$ cat src/rtl/mips_ldst_seq.sv
// mips_ldst_seq: issues LW/SW sweeps to the single-cycle MIPS core, then reads back regfile/dmem and checks them.
// Build option: define LDST_SEQ_STOP_ON_ERR_EN to end the check phase at the first mismatch.
module mips_ldst_seq #(
  parameter int NUM_OPS   = 5,
  parameter int DATA_W    = 32,
  parameter int MEM_DEPTH = 64,
  parameter int MEM_AW    = 6
) (
  input  logic              CLK,
  input  logic              RST,
  input  logic              start,
  input  logic [1:0]        mode,
  output logic              instr_valid,
  output logic [31:0]       instr,
  output logic [4:0]        chk_reg_idx,
  output logic [MEM_AW-1:0] chk_mem_idx,
  input  logic [DATA_W-1:0] chk_reg_data,
  input  logic [DATA_W-1:0] chk_mem_data,
  output logic              busy,
  output logic              done,
  output logic              pass,
  output logic [7:0]        err_count,
  output logic [MEM_AW-1:0] fail_idx
);

  localparam int CW = 6;
  localparam logic [CW-1:0] NOPS = CW'(NUM_OPS);

  if (NUM_OPS < 1 || NUM_OPS > 30) begin : g_bad_num_ops
    $error("mips_ldst_seq: NUM_OPS must be in 1..30");
  end
  if (2 * NUM_OPS > MEM_DEPTH) begin : g_bad_depth
    $error("mips_ldst_seq: 2*NUM_OPS must not exceed MEM_DEPTH");
  end
  if (MEM_AW < $clog2(MEM_DEPTH)) begin : g_bad_aw
    $error("mips_ldst_seq: MEM_AW too narrow for MEM_DEPTH");
  end

  typedef enum logic [2:0] {
    S_IDLE,
    S_ISSUE,
    S_DRAIN,
    S_CHECK,
    S_DONE
  } state_t;

  state_t          state;
  logic [1:0]      mode_q;
  logic [CW-1:0]   cnt;
  logic            mismatch;

  assign mismatch = (chk_reg_data != chk_mem_data);

  // Position k of a sweep: mode 11 runs all LW ops first, then all SW ops.
  function automatic logic seq_is_sw(input logic [1:0] m, input logic [CW-1:0] k);
    return (m == 2'b10) || (m == 2'b11 && k >= NOPS);
  endfunction

  function automatic logic [4:0] seq_op(input logic [1:0] m, input logic [CW-1:0] k);
    logic [CW-1:0] j;
    j = (m == 2'b11 && k >= NOPS) ? k - NOPS : k;
    return 5'(j);
  endfunction

  function automatic logic [CW-1:0] seq_len(input logic [1:0] m);
    return (m == 2'b11) ? CW'(2 * NUM_OPS) : NOPS;
  endfunction

  function automatic logic [31:0] op_word(input logic is_sw, input logic [4:0] i);
    logic [4:0]  rt;
    logic [15:0] imm;
    rt  = i + 5'd1;
    imm = is_sw ? 16'(NUM_OPS) + 16'(i) : 16'(i);
    return {(is_sw ? 6'h2B : 6'h23), 5'd0, rt, imm};
  endfunction

  function automatic logic [31:0] issue_word(input logic [1:0] m, input logic [CW-1:0] k);
    return op_word(seq_is_sw(m, k), seq_op(m, k));
  endfunction

  function automatic logic [4:0] pair_reg_idx(input logic [1:0] m, input logic [CW-1:0] k);
    return seq_op(m, k) + 5'd1;
  endfunction

  // LW pairs look at mem[i], SW pairs at mem[NUM_OPS+i].
  function automatic logic [MEM_AW-1:0] pair_mem_idx(input logic [1:0] m, input logic [CW-1:0] k);
    logic [4:0] i;
    i = seq_op(m, k);
    return seq_is_sw(m, k) ? MEM_AW'(NUM_OPS) + MEM_AW'(i) : MEM_AW'(i);
  endfunction

  always_ff @(posedge CLK) begin
    if (RST) begin
      state       <= S_IDLE;
      mode_q      <= 2'b00;
      cnt         <= '0;
      instr_valid <= 1'b0;
      instr       <= '0;
      chk_reg_idx <= '0;
      chk_mem_idx <= '0;
      busy        <= 1'b0;
      done        <= 1'b0;
      pass        <= 1'b0;
      err_count   <= '0;
      fail_idx    <= '0;
    end else begin
      unique case (state)
        S_IDLE, S_DONE: begin
          if (start && mode != 2'b00) begin
            state       <= S_ISSUE;
            mode_q      <= mode;
            cnt         <= CW'(1);
            instr_valid <= 1'b1;
            instr       <= issue_word(mode, '0);
            busy        <= 1'b1;
            done        <= 1'b0;
            pass        <= 1'b0;
            err_count   <= '0;
            fail_idx    <= '0;
          end
        end

        // cnt is the index of the next op to present
        S_ISSUE: begin
          if (cnt == seq_len(mode_q)) begin
            state       <= S_DRAIN;
            instr_valid <= 1'b0;
            instr       <= '0;
          end else begin
            instr <= issue_word(mode_q, cnt);
            cnt   <= cnt + CW'(1);
          end
        end

        S_DRAIN: begin
          state       <= S_CHECK;
          cnt         <= '0;
          chk_reg_idx <= pair_reg_idx(mode_q, '0);
          chk_mem_idx <= pair_mem_idx(mode_q, '0);
        end

        // cnt is the pair whose index is on the bus; its data is judged at the end of this cycle
        S_CHECK: begin
          if (cnt == seq_len(mode_q)) begin
            state <= S_DONE;
            busy  <= 1'b0;
            done  <= 1'b1;
            pass  <= (err_count == 8'd0);
          end else begin
            cnt <= cnt + CW'(1);
            if (cnt + CW'(1) < seq_len(mode_q)) begin
              chk_reg_idx <= pair_reg_idx(mode_q, cnt + CW'(1));
              chk_mem_idx <= pair_mem_idx(mode_q, cnt + CW'(1));
            end else begin
              chk_reg_idx <= '0;
              chk_mem_idx <= '0;
            end
            if (mismatch) begin
              if (err_count == 8'd0) begin
                fail_idx <= chk_mem_idx;
              end
`ifdef LDST_SEQ_STOP_ON_ERR_EN
              err_count   <= 8'd1;
              state       <= S_DONE;
              busy        <= 1'b0;
              done        <= 1'b1;
              pass        <= 1'b0;
              chk_reg_idx <= '0;
              chk_mem_idx <= '0;
`else
              if (err_count != 8'hFF) begin
                err_count <= err_count + 8'd1;
              end
`endif
            end
          end
        end

        default: state <= S_IDLE;
      endcase
    end
  end

endmodule

$ cat config.mk
export PLATFORM = sky130hd
export DESIGN_NAME = mips_ldst_seq
export DESIGN_NICKNAME = d
export VERILOG_FILES = /design/src/rtl/mips_ldst_seq.sv
export SDC_FILE = /design/constraint.sdc
export NUM_CORES = 1
export LEC_CHECK = 0
export BUFFER_PORTS_ARGS = -buffer_cell sky130_fd_sc_hd__buf_2
export CAP_MARGIN = 20
export CORE_ASPECT_RATIO = 0.5
export CORE_MARGIN = 2
export CORE_UTILIZATION = 25
export CTS_BUF_LIST = sky130_fd_sc_hd__clkbuf_16
export CTS_CLUSTER_DIAMETER = 40
export DETAILED_ROUTE_END_ITERATION = 7
export GPL_TIMING_DRIVEN = 0
export HOLD_SLACK_MARGIN = 0.06
export SLEW_MARGIN = 25
export SYNTH_ARGS = -nofsm -noshare
export SYNTH_HDL_FRONTEND = slang
export SYNTH_SLANG_ARGS = --single-unit
$ cat constraint.sdc
create_clock -name CLK -period 3.11 [get_ports CLK]
set_clock_uncertainty 0.15 [all_clocks]
set_input_delay 0.4665 -clock CLK [delete_from_list [all_inputs] [get_ports CLK]]
set_output_delay 0.4665 -clock CLK [all_outputs]
set_load 0.01 [all_outputs]
==> results of run 1 <==
==> layer usage <==
metal	GRT usage	vias up	part of all wire
met5	0	-	0
met4	0.03763	0	0.015
met3	0.02595	18	0.066
met2	0.2423	156	0.46
met1	0.1854	1990	0.46
li1	-	2085	-
==> final timing paths <==
path	startpoint	to	slack [ns]
worst min register to register	instr[5]	instr[5]	0.30
worst max register to register	cnt[2]	chk_mem_idx[2]	0.11
worst max-delay path	cnt[2]	chk_mem_idx[2]	0.11
worst min-delay path	instr[5]	instr[5]	0.30
==> what timing repair did <==
| action | in CTS | in global routing |
|---|---|---|
| pin swaps | 1 | 8 |
| gates resized for setup | 19 | 26 |
| setup endpoints to repair | 36 | 24 |
| setup buffers | 0 | 13 |
| hold endpoints to repair | 0 | 0 |
==> per-stage QoR <==
step	setup WS, ns	utilization	total power, mW	TNS, ns	area [µm²]
2_1_floorplan	0.01773	-	0.9735	0	4016
3_3_place_gp	-0.6164	0.3127	1.102	-5.543	4832
3_5_place_dp	-0.5681	0.3127	1.108	-6.430	4832
4_1_cts	0.005153	0.3278	1.775	0	5066
5_1_grt	-0.01619	0.3395	1.876	-0.01619	5246
6_report	0.1131	0.3395	1.797	0	5246
==> cells in the mapped netlist (all sizes together) (3+ instances only) <==
cell | n | area, µm²
a2111oi | 3 | 26.28
a211oi | 5 | 37.54
a21o | 3 | 22.52
a21oi | 42 | 210.2
a22o | 7 | 61.31
a22oi | 4 | 30.03
a311oi | 4 | 58.81
a31oi | 4 | 25.02
a32oi | 5 | 43.79
and3b | 3 | 26.28
buf | 30 | 207.7
clkbuf | 18 | 67.56
dfxtp | 53 | 1061
ha | 14 | 175.2
inv | 15 | 56.31
mux2i | 4 | 40.04
nand2 | 32 | 125.1
nand2b | 6 | 37.54
nand3 | 21 | 105.1
nand4 | 10 | 62.56
nand4b | 9 | 78.83
nor2 | 39 | 146.4
nor2b | 5 | 31.28
nor3 | 21 | 105.1
nor4 | 3 | 33.78
o211a | 3 | 30.03
o211ai | 7 | 52.55
o21ai | 27 | 138.9
o22ai | 5 | 31.28
o31ai | 4 | 30.03
or2 | 3 | 18.77
or3 | 9 | 56.30
or4 | 3 | 22.52
xnor2 | 40 | 350.3
xor2 | 8 | 70.07
==> power by group through the flow <==
| stage | registers [mW] | logic [mW] | clock network (mW) |
|---|---|---|---|
| 2_1_floorplan | 0.731 | 0.243 | 0 |
| 3_3_place_gp | 0.729 | 0.373 | 0 |
| 3_5_place_dp | 0.729 | 0.379 | 0 |
| 4_1_cts | 0.714 | 0.398 | 0.663 |
| 5_1_grt | 0.719 | 0.469 | 0.688 |
| 6_report | 0.716 | 0.428 | 0.653 |
==> worst register-to-register path, stage by stage, from the launching register on <==
cell and delay [ns]:
dfxtp_1 0.35, ha_2 0.25, and3b_2 0.28, a311oi_4 0.38, buf_4 0.19, a31o_2 0.18, nand2_1 0.10, ha_4 0.19
nor3_1 0.21, nor3b_1 0.28, nor3_1 0.09, nand3_1 0.12, a311oi_1 0.09
==> registers in the layout, indices dropped and copies added, names as in the netlist <==
name         flops
err_count        8
instr_valid      1
chk_mem_idx      6
fail_idx         6
mode_q           2
chk_reg_idx      5
instr           13
done             1
state            3
busy             1
cnt              6
pass             1
==> layout make-up <==
| type | count | area, µm² |
|---|---|---|
| timing repair buffer | 125 | 658.1 |
| buffer | 46 | 301.5 |
| multi-input combinational | 401 | 2733 |
| fill | 1622 | 10210 |
| clock buffer | 5 | 125.1 |
| tap | 204 | 255.2 |
| clock inverter | 3 | 42.54 |
| inverter | 15 | 61.31 |
| sequential | 53 | 1070 |
==> logic make-up (layout without fill, tap and decap cells) <==
family          Yosys count  in the layout  share of synthesized area
mux                       6              6                    0.01581
fa+ha+maj                14             14                    0.04428
compound gates          139            139                     0.2388
other cells               1             17                  0.0009479
simple gates            177            177                     0.2419
xor+xnor                 48             48                     0.1063
buf+inv                  63            194                    0.08381
flops                    53             53                     0.2682
==> placed cells by master (no fill, tap or decap), types with 3 or more instances in the layout <==
| master | instances |
|---|---|
| ha_1 | 9 |
| or4_1 | 3 |
| conb_1 | 17 |
| nor2_1 | 39 |
| o31ai_1 | 4 |
| inv_1 | 13 |
| or3_1 | 9 |
| xor2_1 | 7 |
| a22o_1 | 7 |
| nor2b_1 | 5 |
| nand4b_1 | 9 |
| o22ai_1 | 5 |
| buf_6 | 3 |
| a21o_1 | 3 |
| o211ai_1 | 7 |
| clkbuf_16 | 5 |
| buf_2 | 117 |
| ha_4 | 3 |
| nand3_1 | 21 |
| a32oi_1 | 5 |
| a31oi_1 | 3 |
| clkbuf_1 | 13 |
| a21oi_1 | 42 |
| nand4_1 | 10 |
| mux2i_1 | 4 |
| nor3_1 | 20 |
| o21ai_0 | 26 |
| a211oi_1 | 4 |
| buf_4 | 35 |
| nand2b_1 | 6 |
| xnor2_1 | 38 |
| nand2_1 | 30 |
| o211a_1 | 3 |
| a2111oi_0 | 3 |
| dfxtp_1 | 50 |
| a22oi_1 | 4 |
==> qor.txt, run 1 <==
# setup viols final = 0
Switching Share = 0.2938
Post-synth EDFFs = 0
Slowest CP cell = a311oi_4
Ant. Diodes = 0
Placed Instances = 833
Syn. warnings = 0
Detailed Route WL = 12.41 mm
Initial Util = 0.2560
Hold WS = 0.3033 ns
Hold Buf Count CTS = 0
R2R depth = 12
Seq/Total Area, Yosys = 0.2682
Netlist Area Pre-Place = 0.003956 mm²
Internal Pwr Total = 1.269 mW
Family with the most delay on the worst path = simple AND/OR/NAND/NOR gates
Max Fclk = 0.3337 GHz
Hold Vio Cnt, Final = 0
Overflow after GRT = 0
CTS tree = built
Worst-skew pair later-pin latency = 0.30 ns
Seq pwr share = 0.399
First-pass GRT wire length = 19.51 mm
Area growth syn-to-layout = 32.61%
Most used cell, CP = nor3_1
Drt initial violations = 244
Distinct cells, synth = 70
Comb power frac = 0.238
Non-Filler Instances = 852
Worst vdd ir = 0.0002036 V
Clk pwr share = 0.363
Fin crit period = 2.997 ns
Die extent in x = 181.9 µm
Yosys reg bits = 53
Port-buffer cells = 112
Critical path, cell by cell = ha_2, and3b_2, a311oi_4, buf_4, a31o_2, nand2_1, ha_4, nor3_1, nor3b_1, nor3_1, nand3_1, a311oi_1
NumNets Final = 730
Die ar. = 0.01691 mm²
Per-cell routed wire length = 14.56 µm
Core region area = 0.01545 mm²
Initial antenna violation count = 0
Max Cap Viol = 0
Total track usage = 0.1421
NetSw = 527.8 µW
CP Class = register to register
Vias in the first global route = 3807
Via density per instance = 4.987
Avg Cell Area, Syn = 7.897 µm²
# H-tree levels = 2
Site Rows = 32
Status = finished, final reports clean
Largest net degree at the start of global routing = 17
Clock tree buffer depth = 2
HP Class = register to register
CTS Sinks = 53
Final worst-path cycle share = 0.9636
# IOs = 130
Gpl congestion = 0.9060
Residual DRC count = 0
Crit path largest cell delay = 0.38 ns
Cell count after synthesis = 501
Worst EP arrival = 3.01 ns
CP startpoint kind = register
Slew HR = 0.5099
Num CTS Buffers = 5
Worst hold path depth = 2
Reg clk slew, reported paths = 0.08 ns
Static leakage = 2.156 nW
Kind of end point of the critical path = register
Die Ht = 92.96 µm
Drt first pass iters = 7
Buf/Inv on CP = 1
Worst path depth = 12
Clk root buf = clkbuf_16
Async SR Flop Fraction = 0
PD cells = 342.5 mW/mm²
Crit-path max FO = 7
Final HPWL DP = 9.352 mm
Layout cell share with drive strength beyond 1 = 0.3009
Actual slew at the worst max-slew pin = 0.7352 ns
Antenna-violating nets left = 0
Pins over their slew limit = 0
Most used DFF post-synth = dfxtp_1
Vias = 4249
Critical path data required time = 3.12 ns
Power figures use the tool's default switching activity.
==> run 2: changes to the inputs <==
--- a/config.mk
+++ b/config.mk
@@ -9,12 +9,12 @@
 export CAP_MARGIN = 20
 export CORE_ASPECT_RATIO = 0.5
 export CORE_MARGIN = 2
-export CORE_UTILIZATION = 25
-export CTS_BUF_LIST = sky130_fd_sc_hd__clkbuf_16
+export CORE_UTILIZATION = 47
 export CTS_CLUSTER_DIAMETER = 40
 export DETAILED_ROUTE_END_ITERATION = 7
 export GPL_TIMING_DRIVEN = 0
 export HOLD_SLACK_MARGIN = 0.06
+export PLACE_DENSITY = 0.78
 export SLEW_MARGIN = 25
 export SYNTH_ARGS = -nofsm -noshare
 export SYNTH_HDL_FRONTEND = slang
==> constraint.sdc (replaced) <==
create_clock -name CLK -period 2.45 [get_ports CLK]
set_clock_uncertainty 0.15 [all_clocks]
set_input_delay 0.3675 -clock CLK [delete_from_list [all_inputs] [get_ports CLK]]
set_output_delay 0.3675 -clock CLK [all_outputs]
set_load 0.01 [all_outputs]
==> run 2 against run 1 <==
Effect of this change:
- the run now ends with setup timing left
- count of clock-buffer cells in the layout grew 2
- non-clock buffer count grew 30
- power grew 31%
==> qor.txt, run 2 (same netlist as run 1, synthesis figures left out) <==
Multi-input gate area = 0.003070 mm² (+12%)
Slowest CP cell = dfxtp_4
Ant. Diodes = 0 (unchanged)
Comb power frac = 0.295 (+0.057)
Max Fclk = 0.3471 GHz (+4.0%)
CTS tree = built
Clk pwr share = 0.319 (-0.044)
Vias in the first global route = 4127 (+8.4%)
Drt initial violations = 371 (+52%)
Residual DRC count = 0 (unchanged)
Layout cell share with drive strength beyond 1 = 0.3997 (+0.09878)
Worst-skew pair later-pin latency = 0.30 ns (about the same)
Per-cell routed wire length = 17.41 µm (+20%)
Hold Buf Count CTS = 0 (unchanged)
Internal Pwr Total = 1.619 mW (+28%)
Die ar. = 0.009212 mm² (-46%)
Worst vdd ir = 0.0002926 V (+44%)
Gpl congestion = 0.9924 (+9.5%)
Switching Share = 0.3123 (+0.01854)
Hold Vio Cnt, Final = 0 (unchanged)
Commonest non-fill, non-tap cell in the layout = buf_2
Fill cells = 634 (-61%)
Hold WS = 0.2249 ns (-0.07846 ns)
Reg clk slew, reported paths = 0.08 ns (about the same)
Worst hold start = mode[1]
Crit path from = cnt[0]
Num CTS Buffers = 5 (unchanged)
Overflow after GRT = 0 (unchanged)
Most frequent cells in the layout = buf_2 (114), buf_4 (59), dfxtp_1 (46), a21oi_1 (37), xnor2_1 (37)
Clock tree buffer depth = 2 (unchanged)
Core region area = 0.008087 mm² (-48%)
PD cells = 407.4 mW/mm² (+19%)
Area growth syn-to-layout = 46.11%
Seq pwr share = 0.386 (-0.013)
Worst EP arrival = 2.94 ns (-0.07 ns)
Die Ht = 68.88 µm (-26%)
Critical path, cell by cell = ha_4, and3b_2, a311oi_4, buf_6, a31oi_4, xnor2_2, ha_4, nor2b_4, a22oi_2, nor2_1, nor3_1, nand3_1, a311oi_1
Buf/Inv on CP = 1 (unchanged)
Worst setup margin = -0.4306 ns (-0.5437 ns)
Clk root buf = clkbuf_16
CP startpoint kind = register
Total track usage = 0.2828 (+0.1408)
# setup viols final = 33 (+33)
Die extent in x = 133.8 µm (-26%)
CTS Sinks = 53 (unchanged)
Number of flip-flops in the largest register = 13 (unchanged)
Site Rows = 23 (-28%)
Initial antenna violation count = 0 (unchanged)
Critical path data required time = 2.51 ns (-0.61 ns)
Crit path largest cell delay = 0.39 ns (about the same)
Power Total = 2.355 mW (+31%)
Actual slew at the worst max-slew pin = 0.8155 ns (+0.08034 ns)
CP Class = register to register
First-pass GRT wire length = 20.31 mm (+4.1%)
Max Cap Viol = 0 (unchanged)
HP Class = input pin to register
Fin crit period = 2.881 ns (-0.1163 ns)
NumNets Final = 760 (+4.1%)
Final HPWL DP = 9.497 mm (+1.6%)
Static leakage = 2.419 nW (+12%)
Most used cell, CP = ha_4
Detailed Route WL = 13.75 mm (+11%)
Antenna-violating nets left = 0 (unchanged)
Via density per instance = 5.748 (+15%)
Initial Util = 0.4892 (+0.2333)
Vias = 4541 (+6.9%)
Crit-path max FO = 7 (unchanged)
Layout Utilization = 0.7148 (+0.3754)
Pins over their slew limit = 0 (unchanged)
# H-tree levels = 2 (unchanged)
Kind of end point of the critical path = register
Status = finished with violations
Drt first pass iters = 5 (-2)
Reg area = 0.001080 mm² (+0.94%)
Unrepaired setup endpoints after global routing = true
Slew HR = 0.4539 (-0.05595)
Violated checks = setup timing
Final worst-path cycle share = 1.176 (+0.2121)
Worst R2R Start = cnt[0]
Largest net degree at the start of global routing = 17 (unchanged)
# IOs = 130 (unchanged)
NetSw = 735.4 µW (+39%)
Port-buffer cells = 112 (unchanged)
Setup TNS = -4.873 ns (-4.873 ns)
Biggest register = instr
Family with the most delay on the worst path = simple AND/OR/NAND/NOR gates
Largest registers = instr (13), err_count (8)
Pre-CTS setup slack = -0.6224 ns (-0.05428 ns)
run 2: changes by cell type in the layout (fill, tap and decap cells not counted), sizes merged:
cell,delta
inv,-1
bufinv,-1
clkinv,-1
clkbuf,+4
buf,+28
clkinvlp,+1
run 2: final cells by class:
type / count / area share
Clock buffer: 7 / 0.02468
Multi-Input combinational cell: 401 / 0.5312
Buffer: 44 / 0.05974
Tap cell: 112 / 0.02424
Clock inverter: 1 / 0.001082
Sequential cell: 53 / 0.1868
Inverter: 15 / 0.01342
Timing Repair Buffer: 157 / 0.1589
run 2: repair_timing:
action / 4_1_cts / 5_1_grt
gates cloned: 0 / 1
pin swaps: 21 / 31
gates resized for setup: 36 / 69
setup buffers: 28 / 17
endpoints found under the hold margin: 0 / 0
endpoints found under the setup margin: 49 / 50
run 2: path summary, 6_finish.rpt:
kind	end	slack, ns	depth (start not counted)
worst min-delay path	mode_q[1]	0.22	3
worst min register to register	done	0.31	2
worst max register to register	chk_mem_idx[2]	-0.43	13
worst max-delay path	chk_mem_idx[2]	-0.43	13
run 2: per-layer routing:
| layer | GRT usage | routed length, µm | vias up |
|---|---|---|---|
| li1 | - | - | 2154 |
| met1 | 0.3588 | 5687 | 2118 |
| met2 | 0.4994 | 6344 | 247 |
| met3 | 0.05336 | 1494 | 22 |
| met4 | 0.09043 | 224 | 0 |
| met5 | 0 | 0 | - |
run 2: power by group through the flow:
| stage | Combinational, mW | Sequential, mW | Clock, mW |
|---|---|---|---|
| finish | 0.694 | 0.909 | 0.752 |
| global route | 0.746 | 0.912 | 0.777 |
| CTS | 0.622 | 0.908 | 0.757 |
| floorplan | 0.340 | 0.930 | 0 |
| detailed placement | 0.525 | 0.929 | 0 |
| global placement | 0.519 | 0.927 | 0 |
run 2: through the flow:
stage                     std cells  cell area (µm²)
after floorplan                 517             4172
after global placement          741             4872
after detailed placement        741             4872
after CTS                       776             5398
after global routing            790             5781
final                           790             5781
run 2: worst reg2reg max path, stage by stage, from the launching register on:
cell	delay, ns
dfxtp_4	0.39
ha_4	0.21
and3b_2	0.25
a311oi_4	0.22
buf_6	0.16
a31oi_4	0.11
xnor2_2	0.24
ha_4	0.25
nor2b_4	0.06
a22oi_2	0.11
nor2_1	0.06
nor3_1	0.21
nand3_1	0.13
a311oi_1	0.26
==> run 3: changes to the inputs <==
--- a/config.mk
+++ b/config.mk
@@ -15,6 +15,7 @@
 export GPL_TIMING_DRIVEN = 0
 export HOLD_SLACK_MARGIN = 0.06
 export PLACE_DENSITY = 0.78
+export RECOVER_POWER = 25
 export SLEW_MARGIN = 25
 export SYNTH_ARGS = -nofsm -noshare
 export SYNTH_HDL_FRONTEND = slang
==> run 3 against run 2 <==
Effect of this change:
- the run still ends with setup timing left
- power about the same
- sequential power about the same
- flip-flop and latch count unchanged
- critical path depth unchanged
- routed wire length increased by 0.13%
- final cell count unchanged
- die area unchanged
- clock power about the same
- worst hold slack improved by 0.00092 ns
- setup slack got worse by 0.0015 ns
- largest cell class unchanged
==> qor.txt, run 3 (same netlist as run 1, synthesis figures left out) <==
Ant. Diodes = 0 (unchanged)
Drt initial violations = 366 (-1.3%)
Initial antenna violation count = 0 (unchanged)
Detailed Route WL = 13.77 mm (+0.13%)
Pins over their slew limit = 0 (unchanged)
Worst R2R Start = cnt[0]
Initial Util = 0.4892 (unchanged)
Port-buffer cells = 112 (unchanged)
Die ar. = 0.009212 mm² (unchanged)
Critical path data required time = 2.51 ns (about the same)
# IOs = 130 (unchanged)
CTS tree = built
Violated checks = setup timing
PD cells = 408.5 mW/mm² (+0.29%)
Core region area = 0.008087 mm² (unchanged)
Num CTS Buffers = 5 (unchanged)
Slew HR = 0.4545 (+0.0005840)
Kind of end point of the critical path = register
Worst EP arrival = 2.94 ns (about the same)
Unrepaired setup endpoints after global routing = true
Max Fclk = 0.3470 GHz (about the same)
Clock tree buffer depth = 2 (unchanged)
Site Rows = 23 (unchanged)
Largest registers = instr (13), err_count (8)
Most frequent cells in the layout = buf_2 (100), buf_4 (59), dfxtp_1 (46), a21oi_1 (37), xnor2_1 (37)
Clk root buf = clkbuf_16
Largest net degree at the start of global routing = 17 (unchanged)
Reg2reg end = chk_mem_idx[2]
Fin crit period = 2.882 ns (+0.001476 ns)
Final Cell Area = 0.005763 mm² (-0.30%)
CTS Sinks = 53 (unchanged)
Worst-skew pair later-pin latency = 0.30 ns (about the same)
Actual slew at the worst max-slew pin = 0.8146 ns (-0.0008720 ns)
Worst hold path depth = 3 (unchanged)
Layout cell share with drive strength beyond 1 = 0.3791 (-0.02065)
Hold Vio Cnt, Final = 0 (unchanged)
HP Class = input pin to register
Drt first pass iters = 5 (unchanged)
Vias in the first global route = 4127 (unchanged)
Die extent in x = 133.8 µm (unchanged)
R2R depth = 13 (unchanged)
Vias = 4544 (+0.066%)
Multi-input gate area = 0.003070 mm² (unchanged)
Biggest register = instr
Overflow after GRT = 0 (unchanged)
NumNets Final = 760 (unchanged)
Die Ht = 68.88 µm (unchanged)
Final HPWL DP = 9.497 mm (unchanged)
First-pass GRT wire length = 20.31 mm (unchanged)
Residual DRC count = 0 (unchanged)
Gpl congestion = 0.9924 (unchanged)
Per-cell routed wire length = 17.43 µm (+0.13%)
Commonest non-fill, non-tap cell in the layout = buf_2
Reg2Reg Setup Slack = -0.43 ns (about the same)
# setup viols final = 34 (+3.0%)
CP Class = register to register
Static leakage = 2.359 nW (-2.5%)
# H-tree levels = 2 (unchanged)
Max Cap Viol = 0 (unchanged)
CP startpoint kind = register
Worst setup margin = -0.4321 ns (-0.001476 ns)
Fill cells = 646 (+1.9%)
Status = finished with violations
Number of flip-flops in the largest register = 13 (unchanged)
Worst vdd ir = 0.0002936 V (+0.35%)
Via density per instance = 5.752 (about the same)
Hold WS = 0.2258 ns (+0.0009210 ns)
Antenna-violating nets left = 0 (unchanged)
Placed instance area = 0.004872 mm² (unchanged)
Worst hold start = mode[1]
Crit-path max FO = 7 (unchanged)
Area growth syn-to-layout = 45.67%
Hold Crit Endpoint = mode_q[1]
Reg area = 0.001080 mm² (unchanged)
Total track usage = 0.2828 (unchanged)
Final worst-path cycle share = 1.176 (about the same)
Reg clk slew, reported paths = 0.08 ns (about the same)
Pre-CTS setup slack = -0.6224 ns (unchanged)
[run 3: cell types whose count changed in the layout (fill, tap and decap cells not counted), sizes merged]
cell,delta
buf,-14
clkbuf,+14
[run 3: area by class of cell]
cell class,count,area share
clock buffers,7,0.02475
plain buffers,44,0.05992
clock inverters,1,0.001086
multi-input cells,401,0.5328
well taps,112,0.02432
repair buffers,157,0.1563
flip-flops and latches,53,0.1874
inverters,15,0.01346
[run 3: per-layer routing]
metal / global-route usage / vias to the layer above / share of wire
met5: 0 / - / 0
met4: 0.09043 / 0 / 0.015
met3: 0.05336 / 21 / 0.10
met2: 0.4994 / 236 / 0.46
met1: 0.3588 / 2132 / 0.42
li1: - / 2155 / -
[run 3: power by group]
| part | internal (mW) | total [mW] | switching (mW) |
|---|---|---|---|
| logic | 0.327 | 0.694 | 0.368 |
| clock network | 0.410 | 0.751 | 0.341 |
| registers | 0.882 | 0.909 | 0.0271 |
| total | 1.62 | 2.35 | 0.736 |
[run 3: worst max-delay path, stage by stage, from the launching register on]
cell	delay, ns
dfxtp_4	0.39
ha_4	0.21
and3b_2	0.25
a311oi_4	0.22
buf_6	0.16
a31oi_4	0.11
xnor2_2	0.23
ha_4	0.25
nor2b_4	0.06
a22oi_2	0.11
nor2_1	0.06
nor3_1	0.21
nand3_1	0.13
a311oi_1	0.25
[run 3: how the worst max path moves through the flow]
stage            from        endpoint  slack [ns]
2_1_floorplan  cnt[0]  chk_mem_idx[2]       -0.29
4_1_cts        cnt[0]  chk_mem_idx[2]       -0.52
3_3_place_gp   cnt[2]  chk_mem_idx[2]       -0.61
5_1_grt        cnt[0]  chk_mem_idx[2]       -0.51
6_report       cnt[0]  chk_mem_idx[2]       -0.43
3_5_place_dp   cnt[2]  chk_mem_idx[2]       -0.62
[run 3: repair_timing]
| item | CTS | global route |
|---|---|---|
| resized for setup | 36 | 69 |
| buffers inserted | 28 | 17 |
| hold buffers | 0 | 0 |
| hold endpoints to repair | 0 | 0 |
| cloned | 0 | 1 |
| endpoints found under the setup margin | 49 | 50 |
| pin swaps | 21 | 31 |
[run 3: metrics by stage]
step / setup TNS [ns] / total power [mW] / instances / utilization
after global routing: -8.726 / 2.434 / 790 / 0.7127
after floorplan: -1.207 / 1.271 / 517 / -
after CTS: -13.13 / 2.288 / 776 / 0.6675
final: -4.990 / 2.354 / 790 / 0.7127
after global placement: -15.00 / 1.446 / 741 / 0.6025
after detailed placement: -14.42 / 1.453 / 741 / 0.6025
